`src/rtl/instr_encoder_if.sv`:
```
// Request/response bundle between a requester and the RV32IM instruction encoder.
interface instr_encoder_if;
    logic        in_valid;
    logic        in_ready;
    logic [3:0]  in_op;
    logic [4:0]  in_rd;
    logic [4:0]  in_rs1;
    logic [4:0]  in_rs2;
    logic [31:0] in_imm;
    logic        out_valid;
    logic        out_ready;
    logic [31:0] out_instr;
    logic        out_err;

    modport master (
        output in_valid, in_op, in_rd, in_rs1, in_rs2, in_imm, out_ready,
        input  in_ready, out_valid, out_instr, out_err
    );

    modport slave (
        input  in_valid, in_op, in_rd, in_rs1, in_rs2, in_imm, out_ready,
        output in_ready, out_valid, out_instr, out_err
    );
endinterface

```
`src/rtl/instr_encoder.sv`:
```
// RV32IM instruction encoder: combinational field packing and range checks feeding
// a 2-entry output FIFO, with accepted-request and error counters.
module instr_encoder #(
    parameter int CNT_W = 16
) (
    input  logic             clk,
    input  logic             rst,
    instr_encoder_if.slave   bus,
    output logic [CNT_W-1:0] enc_count,
    output logic [7:0]       err_count
);

    localparam logic [31:0] NOP = 32'h0000_0013;

    function automatic logic [7:0] sat_inc8(input logic [7:0] v);
        return (v == 8'hFF) ? v : v + 8'd1;
    endfunction

    // True when the bits above position sh are pure sign extension.
    function automatic logic sign_fits(input logic signed [31:0] v, input int unsigned sh);
        logic signed [31:0] hi;
        hi = v >>> sh;
        return (hi == 32'sd0) || (hi == -32'sd1);
    endfunction

    logic signed [31:0] imm_p0;
    logic [31:0]        word_p0;
    logic               err_p0;
    logic               push, pop;

    logic [31:0] instr_p1 [2];
    logic        err_p1   [2];
    logic [1:0]  occ_p1;
    logic        wr_ptr_p1, rd_ptr_p1;
    logic        ready_en;

    assign imm_p0 = bus.in_imm;

    // Stage p0: combinational encode of the presented request
    always_comb begin
        word_p0 = NOP;
        err_p0  = 1'b0;
        case (bus.in_op)
            4'd0, 4'd1, 4'd3, 4'd7: begin
                err_p0 = !sign_fits(imm_p0, 11);
                case (bus.in_op)
                    4'd0:    word_p0 = {imm_p0[11:0], bus.in_rs1, 3'b000, bus.in_rd, 7'b0010011};
                    4'd1:    word_p0 = {imm_p0[11:0], bus.in_rs1, 3'b111, bus.in_rd, 7'b0010011};
                    4'd3:    word_p0 = {imm_p0[11:0], bus.in_rs1, 3'b010, bus.in_rd, 7'b0000011};
                    default: word_p0 = {imm_p0[11:0], bus.in_rs1, 3'b000, bus.in_rd, 7'b1100111};
                endcase
            end
            4'd2: begin
                err_p0  = (imm_p0 >>> 5) != 32'sd0;
                word_p0 = {7'b0000000, imm_p0[4:0], bus.in_rs1, 3'b001, bus.in_rd, 7'b0010011};
            end
            4'd4: begin
                err_p0  = !sign_fits(imm_p0, 11);
                word_p0 = {imm_p0[11:5], bus.in_rs2, bus.in_rs1, 3'b010, imm_p0[4:0], 7'b0100011};
            end
            4'd5: begin
                err_p0  = !sign_fits(imm_p0, 12) || imm_p0[0];
                word_p0 = {imm_p0[12], imm_p0[10:5], bus.in_rs2, bus.in_rs1, 3'b001,
                           imm_p0[4:1], imm_p0[11], 7'b1100011};
            end
            4'd6: begin
                err_p0  = !sign_fits(imm_p0, 20) || imm_p0[0];
                word_p0 = {imm_p0[20], imm_p0[10:1], imm_p0[11], imm_p0[19:12], bus.in_rd, 7'b1101111};
            end
            4'd8, 4'd9: begin
                err_p0  = imm_p0[11:0] != 12'd0;
                word_p0 = {imm_p0[31:12], bus.in_rd, (bus.in_op == 4'd8) ? 7'b0110111 : 7'b0010111};
            end
            4'd10:   word_p0 = {7'b0000001, bus.in_rs2, bus.in_rs1, 3'b000, bus.in_rd, 7'b0110011};
            default: err_p0 = 1'b1;
        endcase
        if (err_p0) word_p0 = NOP;
    end

    // ready_en keeps in_ready low until the first edge after reset release
    assign bus.in_ready  = ready_en && (occ_p1 != 2'd2);
    assign bus.out_valid = (occ_p1 != 2'd0);
    assign bus.out_instr = bus.out_valid ? instr_p1[rd_ptr_p1] : 32'd0;
    assign bus.out_err   = bus.out_valid ? err_p1[rd_ptr_p1] : 1'b0;
    assign push          = bus.in_valid && bus.in_ready;
    assign pop           = bus.out_valid && bus.out_ready;

    // Stage p1: FIFO control and counters
    always_ff @(posedge clk or posedge rst) begin
        if (rst) begin
            ready_en  <= 1'b0;
            occ_p1    <= 2'd0;
            wr_ptr_p1 <= 1'b0;
            rd_ptr_p1 <= 1'b0;
            enc_count <= '0;
            err_count <= 8'd0;
        end else begin
            ready_en <= 1'b1;
            occ_p1   <= occ_p1 + {1'b0, push} - {1'b0, pop};
            if (push) begin
                wr_ptr_p1 <= ~wr_ptr_p1;
                enc_count <= enc_count + CNT_W'(1);
                if (err_p0) err_count <= sat_inc8(err_count);
            end
            if (pop) rd_ptr_p1 <= ~rd_ptr_p1;
        end
    end

    always_ff @(posedge clk) begin
        if (push) begin
            instr_p1[wr_ptr_p1] <= word_p0;
            err_p1[wr_ptr_p1]   <= err_p0;
        end
    end

endmodule
```
`src/flat_wrapper.sv`:
```
// flat-port wrapper written by rule: the top's interface ports become plain ports
module instr_encoder_flat 
#(
    parameter int CNT_W = 16
)
  (clk, rst, enc_count, err_count, bus_in_valid, bus_in_op, bus_in_rd, bus_in_rs1, bus_in_rs2, bus_in_imm, bus_out_ready, bus_in_ready, bus_out_valid, bus_out_instr, bus_out_err);
  instr_encoder_if bus_i ();
  input  logic clk;
  input  logic rst;
  output logic [CNT_W-1:0] enc_count;
  output logic [7:0] err_count;
  input wire logic [$bits(bus_i.in_valid)-1:0] bus_in_valid;
  input wire logic [$bits(bus_i.in_op)-1:0] bus_in_op;
  input wire logic [$bits(bus_i.in_rd)-1:0] bus_in_rd;
  input wire logic [$bits(bus_i.in_rs1)-1:0] bus_in_rs1;
  input wire logic [$bits(bus_i.in_rs2)-1:0] bus_in_rs2;
  input wire logic [$bits(bus_i.in_imm)-1:0] bus_in_imm;
  input wire logic [$bits(bus_i.out_ready)-1:0] bus_out_ready;
  output wire logic [$bits(bus_i.in_ready)-1:0] bus_in_ready;
  output wire logic [$bits(bus_i.out_valid)-1:0] bus_out_valid;
  output wire logic [$bits(bus_i.out_instr)-1:0] bus_out_instr;
  output wire logic [$bits(bus_i.out_err)-1:0] bus_out_err;
  assign bus_i.in_valid = bus_in_valid;
  assign bus_i.in_op = bus_in_op;
  assign bus_i.in_rd = bus_in_rd;
  assign bus_i.in_rs1 = bus_in_rs1;
  assign bus_i.in_rs2 = bus_in_rs2;
  assign bus_i.in_imm = bus_in_imm;
  assign bus_i.out_ready = bus_out_ready;
  assign bus_in_ready = bus_i.in_ready;
  assign bus_out_valid = bus_i.out_valid;
  assign bus_out_instr = bus_i.out_instr;
  assign bus_out_err = bus_i.out_err;
  instr_encoder #(.CNT_W(CNT_W)) u_core (.clk(clk), .rst(rst), .bus(bus_i), .enc_count(enc_count), .err_count(err_count));
endmodule
```
`config.mk`:
```
export PLATFORM = sky130hd
export DESIGN_NAME = instr_encoder_flat
export DESIGN_NICKNAME = d
export VERILOG_FILES = /design/src/rtl/instr_encoder_if.sv /design/src/rtl/instr_encoder.sv /design/src/flat_wrapper.sv
export SDC_FILE = /design/constraint.sdc
export NUM_CORES = 1
export LEC_CHECK = 0
export CAP_MARGIN = 25
export CORE_MARGIN = 2
export CORE_UTILIZATION = 45
export DETAILED_ROUTE_END_ITERATION = 10
export PLACE_DENSITY = 0.74
export SLEW_MARGIN = 5
export SYNTH_ARGS = -nofsm -noshare
export SYNTH_HDL_FRONTEND = slang
export SYNTH_SLANG_ARGS = --single-unit
```
`constraint.sdc`:
```
create_clock -name clk -period 3.4 [get_ports clk]
set_input_delay 1.02 -clock clk [delete_from_list [all_inputs] [get_ports clk]]
set_output_delay 1.02 -clock clk [all_outputs]
set_load 0.02 [all_outputs]
```
# Yosys cells after proc, flatten, opt, wreduce, memory -nomap -nowiden
# Memories as Yosys holds them, arrays and structs flattened.
# Index checks and enable logic that the tools add are counted.
op_classes:
  mux: 9
  multipliers: 0
  eq_ne: 15
  n_addsub: 4
  bitwise_logic: 3
  shifts: 0
  n_div: 0
  reduce_logical: 22
  n_lt_le_gt_ge: 0
ops:
  columns: ["op", "count"]
  rows:
  - ["32-bit case mux with 7 select lines", 1]
  - ["32-bit logical NOT", 3]
  - ["32-bit 2-to-1 mux", 2]
  - ["15-bit case mux with 3 select lines", 1]
  - ["32-bit nonzero test", 1]
  - ["21-bit by 1-bit == test with 1-bit output, second input constant", 1]
  - ["20-bit by 1-bit == test with 1-bit output, second input constant", 1]
  - ["16-bit by 1-bit adder with 16-bit output, second input constant", 1]
  - ["4-bit by 3-bit == test with 1-bit output, second input constant", 4]
  - ["12-bit by 1-bit == test with 1-bit output, second input constant", 1]
  - ["4-bit == test, second input constant", 3]
  - ["12-bit nonzero test", 1]
  - ["8-bit by 1-bit adder with 8-bit output, second input constant", 1]
  - ["4-bit by 2-bit == test with 1-bit output, second input constant", 2]
  - ["8-bit == test, second input constant", 1]
  - ["6-bit 2-to-1 mux", 1]
  - ["1-bit case mux with 6 select lines", 1]
  - ["1-bit logical OR", 5]
  - ["5-bit OR reduction", 1]
  - ["4-bit by 1-bit == test with 1-bit output, second input constant", 1]
  - ["4-bit logical NOT", 1]
  - ["4-bit OR reduction", 1]
  - ["1-bit logical AND", 3]
  - ["1-bit logical NOT", 3]
  - ["8 further kinds", 12]
word_totals:
  mem_bits_rw: 66
  reg_bits: 29
  out_inout_bits: 59
  latch_bits: 0
  n_memories: 2
  word_cells: 61
  romBits: 0
memory_table:
  columns: ["memory", "words", "word_bits", "rd", "rd_clocked_by_memory_dff", "wr", "line_no", "text"]
  rows:
  - ["u_core.instr_p1", 2, 32, 1, 0, 1, "instr_encoder.sv:31", "logic [31:0] instr_p1 [2];"]
  - ["u_core.err_p1", 2, 1, 1, 0, 1, "instr_encoder.sv:32", "logic err_p1 [2];"]

# Longest topological paths before layout
# Gate-level depths: netlist (run 1).
depth:
  depth_word: 6
  mapped_depth: 9

# Worst setup path after synthesis (run 1)
# No wires, ideal clock.
synth_path:
  kind: "in2reg"
  start: "input port bus_in_valid"
  end: "memory u_core.err_p1[0] (enable)"
  path_stages: 3
  arrival_ns: 2.760
  setup_slack_ns: 0.221
  t_required_ns: 2.981
  cell_sequence: "and3_1 clkinv_1 nor2_1"
synth_via:
  elab_chain_cells: 3
synth_rtl:
  columns: ["item", "line_no", "text"]
  rows:
  - ["from (decl)", "flat_wrapper.sv:12", "input wire logic [$bits(bus_i.in_valid)-1:0] bus_in_valid;"]
  - ["1-bit logical AND", "instr_encoder.sv:85", "assign push = bus.in_valid && bus.in_ready;"]
  - ["1-bit 2-to-1 mux", "instr_encoder.sv:110", "if (push) begin"]
  - ["1-bit 2-to-1 mux (implied by the code)", "instr_encoder.sv:112", "err_p1[wr_ptr_p1] <= err_p0;"]
  - ["to (decl)", "instr_encoder.sv:32", null]
# No other way between the ends.

# Worst setup path after layout (run 1)
layout_path:
  start: "input port bus_in_imm[28]"
  end: "memory u_core.instr_p1[1][31], data pin"
layout_via:
  elab_chain_cells: 6
layout_rtl:
  columns: ["item", "line_no", "text"]
  rows:
  - ["from (decl)", "flat_wrapper.sv:17", "input wire logic [$bits(bus_i.in_imm)-1:0] bus_in_imm;"]
  - ["20-bit by 1-bit == test with 1-bit output, or another cell as far along", "instr_encoder.sv:23", "return (hi == 32'sd0) || (hi == -32'sd1);"]
  - ["1-bit logical OR", "instr_encoder.sv:23", null]
  - ["1-bit logical NOT, on equally long branches", "instr_encoder.sv:62, instr_encoder.sv:67", null]
  - ["1-bit logical OR, on equally long branches", "instr_encoder.sv:62, instr_encoder.sv:67", null]
  - ["1-bit case mux with 6 select lines (*)", "instr_encoder.sv:43", "case (bus.in_op)"]
  - ["32-bit 2-to-1 mux (*)", "instr_encoder.sv:77", "if (err_p0) word_p0 = NOP;"]
  - ["named net u_core.word_p0[31]", "instr_encoder.sv:27", "logic [31:0] word_p0;"]
  - ["to (decl)", "instr_encoder.sv:31", null]
# The timed path passes the listed nets; every way through them passes the cells marked *.

==> impl_metrics.csv, run 1 <==
group,metric,value,unit
floorplan,die_h,104,um
clock_network,ctsLongestPathBuffers,2,
placement,placed_cells,653,
sta,final.hold.worst_slack,0.489,ns
floorplan,placement_rows,36,
min_path,instance_count_along_the_most_critical_hold_path,1,
sta,timing.final.crit_period,3.14,ns
detailed_routing,routed.top_layer,"met4",
power_and_ir_drop,powerDensity,662,nW/um2
sta,final-hold-violation-count,0,
clock_network,cts-htree-levels,3,
clock_network,clock_insertion_delay_worst_skew,0.36,ns
sta,layout_worst_path_cycle_share,92.4,%
clock_network,tritoncts.num_buffers,9,
detailed_routing,drt_first_pass_iters,8,
final_layout,final_layout_size_suffix_gt1_share,9.70,%
logic_synthesis,count_of_different_cell_masters_after_synthesis,48,
clock_network,postCtsResizedCells,0,
final_layout,nets_final,590,
worst_setup_path,timing.critical_path.from_type,"input port",
detailed_routing,vias,3583,
final_layout,most_common_cell_after_layout_fill_and_taps_aside,"sky130_fd_sc_hd__clkdlybuf4s50_1",
clock_network,clk_pin_slew,0.10,ns
logic_synthesis,synth.cell_area,4500,um2
floorplan,start_util,46.3,%
worst_setup_path,end_kind,"flop",
global_route,track_usage,21.5,%
logic_synthesis,synth_enable_flop_cells,62,
floorplan,num_io_pins,114,
detailed_routing,antenna_violating_nets_post_route,0,
global_route,first_global_vias,3602,
worst_setup_path,ff2ff_path_depth,8,
flow_run,drv.max_cap_violation_count,0,
logic_synthesis,synth-seq-cells,91,
clock_network,root_buf_cell,"sky130_fd_sc_hd__clkbuf_8",
min_path,hold_path.startpoint,"u_core.enc_count[15]$_DFFE_PP0P_",
worst_setup_path,worst-setup-path-type,"in -> reg",
clock_network,buffers_inserted_by_post_cts_timing_repair,0,
placement,placement.io_buffers,113,
floorplan,die_w,104,um
clock_network,tritoncts,"done",
sta,rsz_0062_raised_after_global_routing,"false",
logic_synthesis,ys_dominant_reg_cell,"sky130_fd_sc_hd__edfxtp_1",
worst_setup_path,worst_ep_required_time,3.58,ns
min_path,holdPathEnd,"u_core.enc_count[15]$_DFFE_PP0P_",
clock_network,clock_sinks,91,
placement,place_congestion,0.948,
power_and_ir_drop,total_power,4.07,mW
power_and_ir_drop,power.static_leakage,2.37,nW
worst_setup_path,worst-path-max-fanout,17,
sta,final-max-slew-violation-count,0,
min_path,hold_path_class,"reg -> reg",
detailed_routing,met1_wl,4780,um
logic_synthesis,async_reset_ff_share,31.9,%
logic_synthesis,synthesis.nets,460,
final_layout,antenna_cells_inserted,0,
logic_synthesis,synthesis.yosys.warnings,0,
sta,finClkSkew,0.0123,ns
logic_synthesis,ys_seq_area_share,57.5,%
logic_synthesis,syn-mean-instance-area,11.2,um2
placement,dpl.hpwl,8550,um
status,run_status,"completed",
detailed_routing,routed-wl-met3,601,um
detailed_routing,drc,0,
sta,final-setup-viol-count,0,
detailed_routing,initialDrtViolationCount,229,
worst_setup_path,reg2reg_slack,1.31,ns
detailed_routing,wirelength,11500,um
final_layout,syn2layout_area_growth,36.6,%
global_route,pin_count_of_the_biggest_net_entering_global_routing,33,
detailed_routing,wl_met2,5840,um
global_route,grt_antenna_before_repair,0,
final_layout,instances_no_fill,669,
worst_setup_path,worst_r2r_startpoint,"u_core.occ_p1[1]$_DFF_PP0_",
worst_setup_path,crit-reg2reg-capture,"u_core.occ_p1[1]$_DFF_PP0_",
sta,max_slew_margin,61.1,%
global_route,overflow,0,
global_route,grt_pass1_wl,18200,um
worst_setup_path,cp_data_arrival_time,3.32,ns
floorplan,die-area,10800,um2
detailed_routing,route.detailed.vias_per_inst,5.36,
logic_synthesis,postSynthCellCount,401,
power_and_ir_drop,worst_ir_drop_vdd,0.000443,V
detailed_routing,wl_per_cell,17.2,um
final_layout,finish.utilization,63.2,%
floorplan,fp.coreArea,9730,um2
sta,fmax,318,MHz
clock_network,ctsHoldBuffers,0,
final_layout,commonest_cells_after_routing_fill_and_taps_aside,"sky130_fd_sc_hd__clkdlybuf4s50_1 (113), sky130_fd_sc_hd__nor2_1 (77), sky130_fd_sc_hd__edfxtp_1 (62)",
sta,worst-slew-pin-transition,0.569,ns
## layout make-up
class	count	area (um2)
Clock buffer	11	156
Tap cell	133	166
Inverter	10	37.5
Clock inverter	5	42.5
Multi-Input combinational cell	280	1790
Sequential cell	91	2590
Fill cell	807	3580
Timing Repair Buffer	139	1360
## registers in the layout (all words and copies together), names as in the netlist
signal,cells
u_core.wr_ptr_p1,1
u_core.rd_ptr_p1,1
u_core.instr_p1,60
u_core.err_p1,2
u_core.ready_en,1
u_core.enc_count,16
u_core.err_count,8
u_core.occ_p1,2
## per-stage QoR
step | setup slack [ns] | instance area, um2 | setup TNS, ns
2_1_floorplan | 0.221 | 4500 | 0
3_3_place_gp | -0.00575 | 5950 | -0.0115
3_5_place_dp | -0.0964 | 5950 | -0.830
4_1_cts | 0.265 | 6150 | 0
5_1_grt | 0.119 | 6150 | 0
6_report | 0.259 | 6150 | 0
## worst max-delay path: stages
cell and delay, ns:
sky130_fd_sc_hd__clkdlybuf4s50_1 0.45, sky130_fd_sc_hd__nor4_1 0.39, sky130_fd_sc_hd__nand3_1 0.26, sky130_fd_sc_hd__o311ai_2 0.35, sky130_fd_sc_hd__o211ai_2 0.12, sky130_fd_sc_hd__or2_1 0.29, sky130_fd_sc_hd__buf_4 0.21, sky130_fd_sc_hd__a31oi_1 0.21
## worst max-delay path by stage
stage	startpoint	endpoint	slack, ns	cells past startpoint
final	bus_in_imm[28]	u_core.instr_p1[1][31]$_DFFE_PP_	0.26	8
after global routing	bus_in_imm[28]	u_core.instr_p1[0][31]$_DFFE_PP_	0.12	8
after CTS	bus_in_imm[28]	u_core.instr_p1[1][31]$_DFFE_PP_	0.26	8
after detailed placement	bus_in_imm[28]	u_core.instr_p1[0][31]$_DFFE_PP_	-0.1	8
after global placement	bus_in_imm[28]	u_core.instr_p1[1][4]$_DFFE_PP_	-0.006	8
after floorplan	bus_in_valid	u_core.err_p1[0]$_DFFE_PP_	0.22	3
## routing by layer
metal,global-route usage (%),up-vias
met2,37.9,131
met1,25.9,1709
met4,8.59,0
li1,-,1725
met3,4.26,18
met5,0,-
## cell families after synthesis
family,Yosys count,share of synthesized area (%)
DFF,91,57.5
other,1,0.0833
xor gates and xnor gates,26,5.06
buffers and inverters,30,2.81
and+or+nand+nor,153,15.6
muxes,34,7.59
adders and majority gates,4,1.11
AOI/OAI and AO/OA,62,10.3
## cell usage after synthesis (all sizes together), types with 9 or more instances
library cell	count	area, um2
clkbuf	9	33.8
dfrtp	29	726
edfxtp	62	1860
mux2i	33	330
nor2	79	297
buf	11	55.0
xnor2	22	193
o21ai	11	55.1
inv	9	33.8
nand4	11	68.8
a22oi	15	113
nand2	18	67.6
## report_power, final
part	total (mW)	internal [mW]	switching, mW
registers	1.50	1.38	0.115
logic	1.84	0.862	0.980
clock network	0.730	0.329	0.401
No activity file was read; power rests on OpenSTA's default activity.
==> inputs of run 2 (changes only) <==
==> constraint.sdc (replaced) <==
create_clock -name clk -period 3.4 [get_ports clk]
set_input_delay 1.02 -clock clk [delete_from_list [all_inputs] [get_ports clk]]
set_output_delay 1.02 -clock clk [all_outputs]
set_load 0.01 [all_outputs]
==> results of run 2 <==
Same layout as run 1 (identical final DEF). Status: completed.
Main changes from that run: total power 4.07 mW -> 3.86 mW; worst IR drop on VDD 0.000443 V -> 0.000437 V
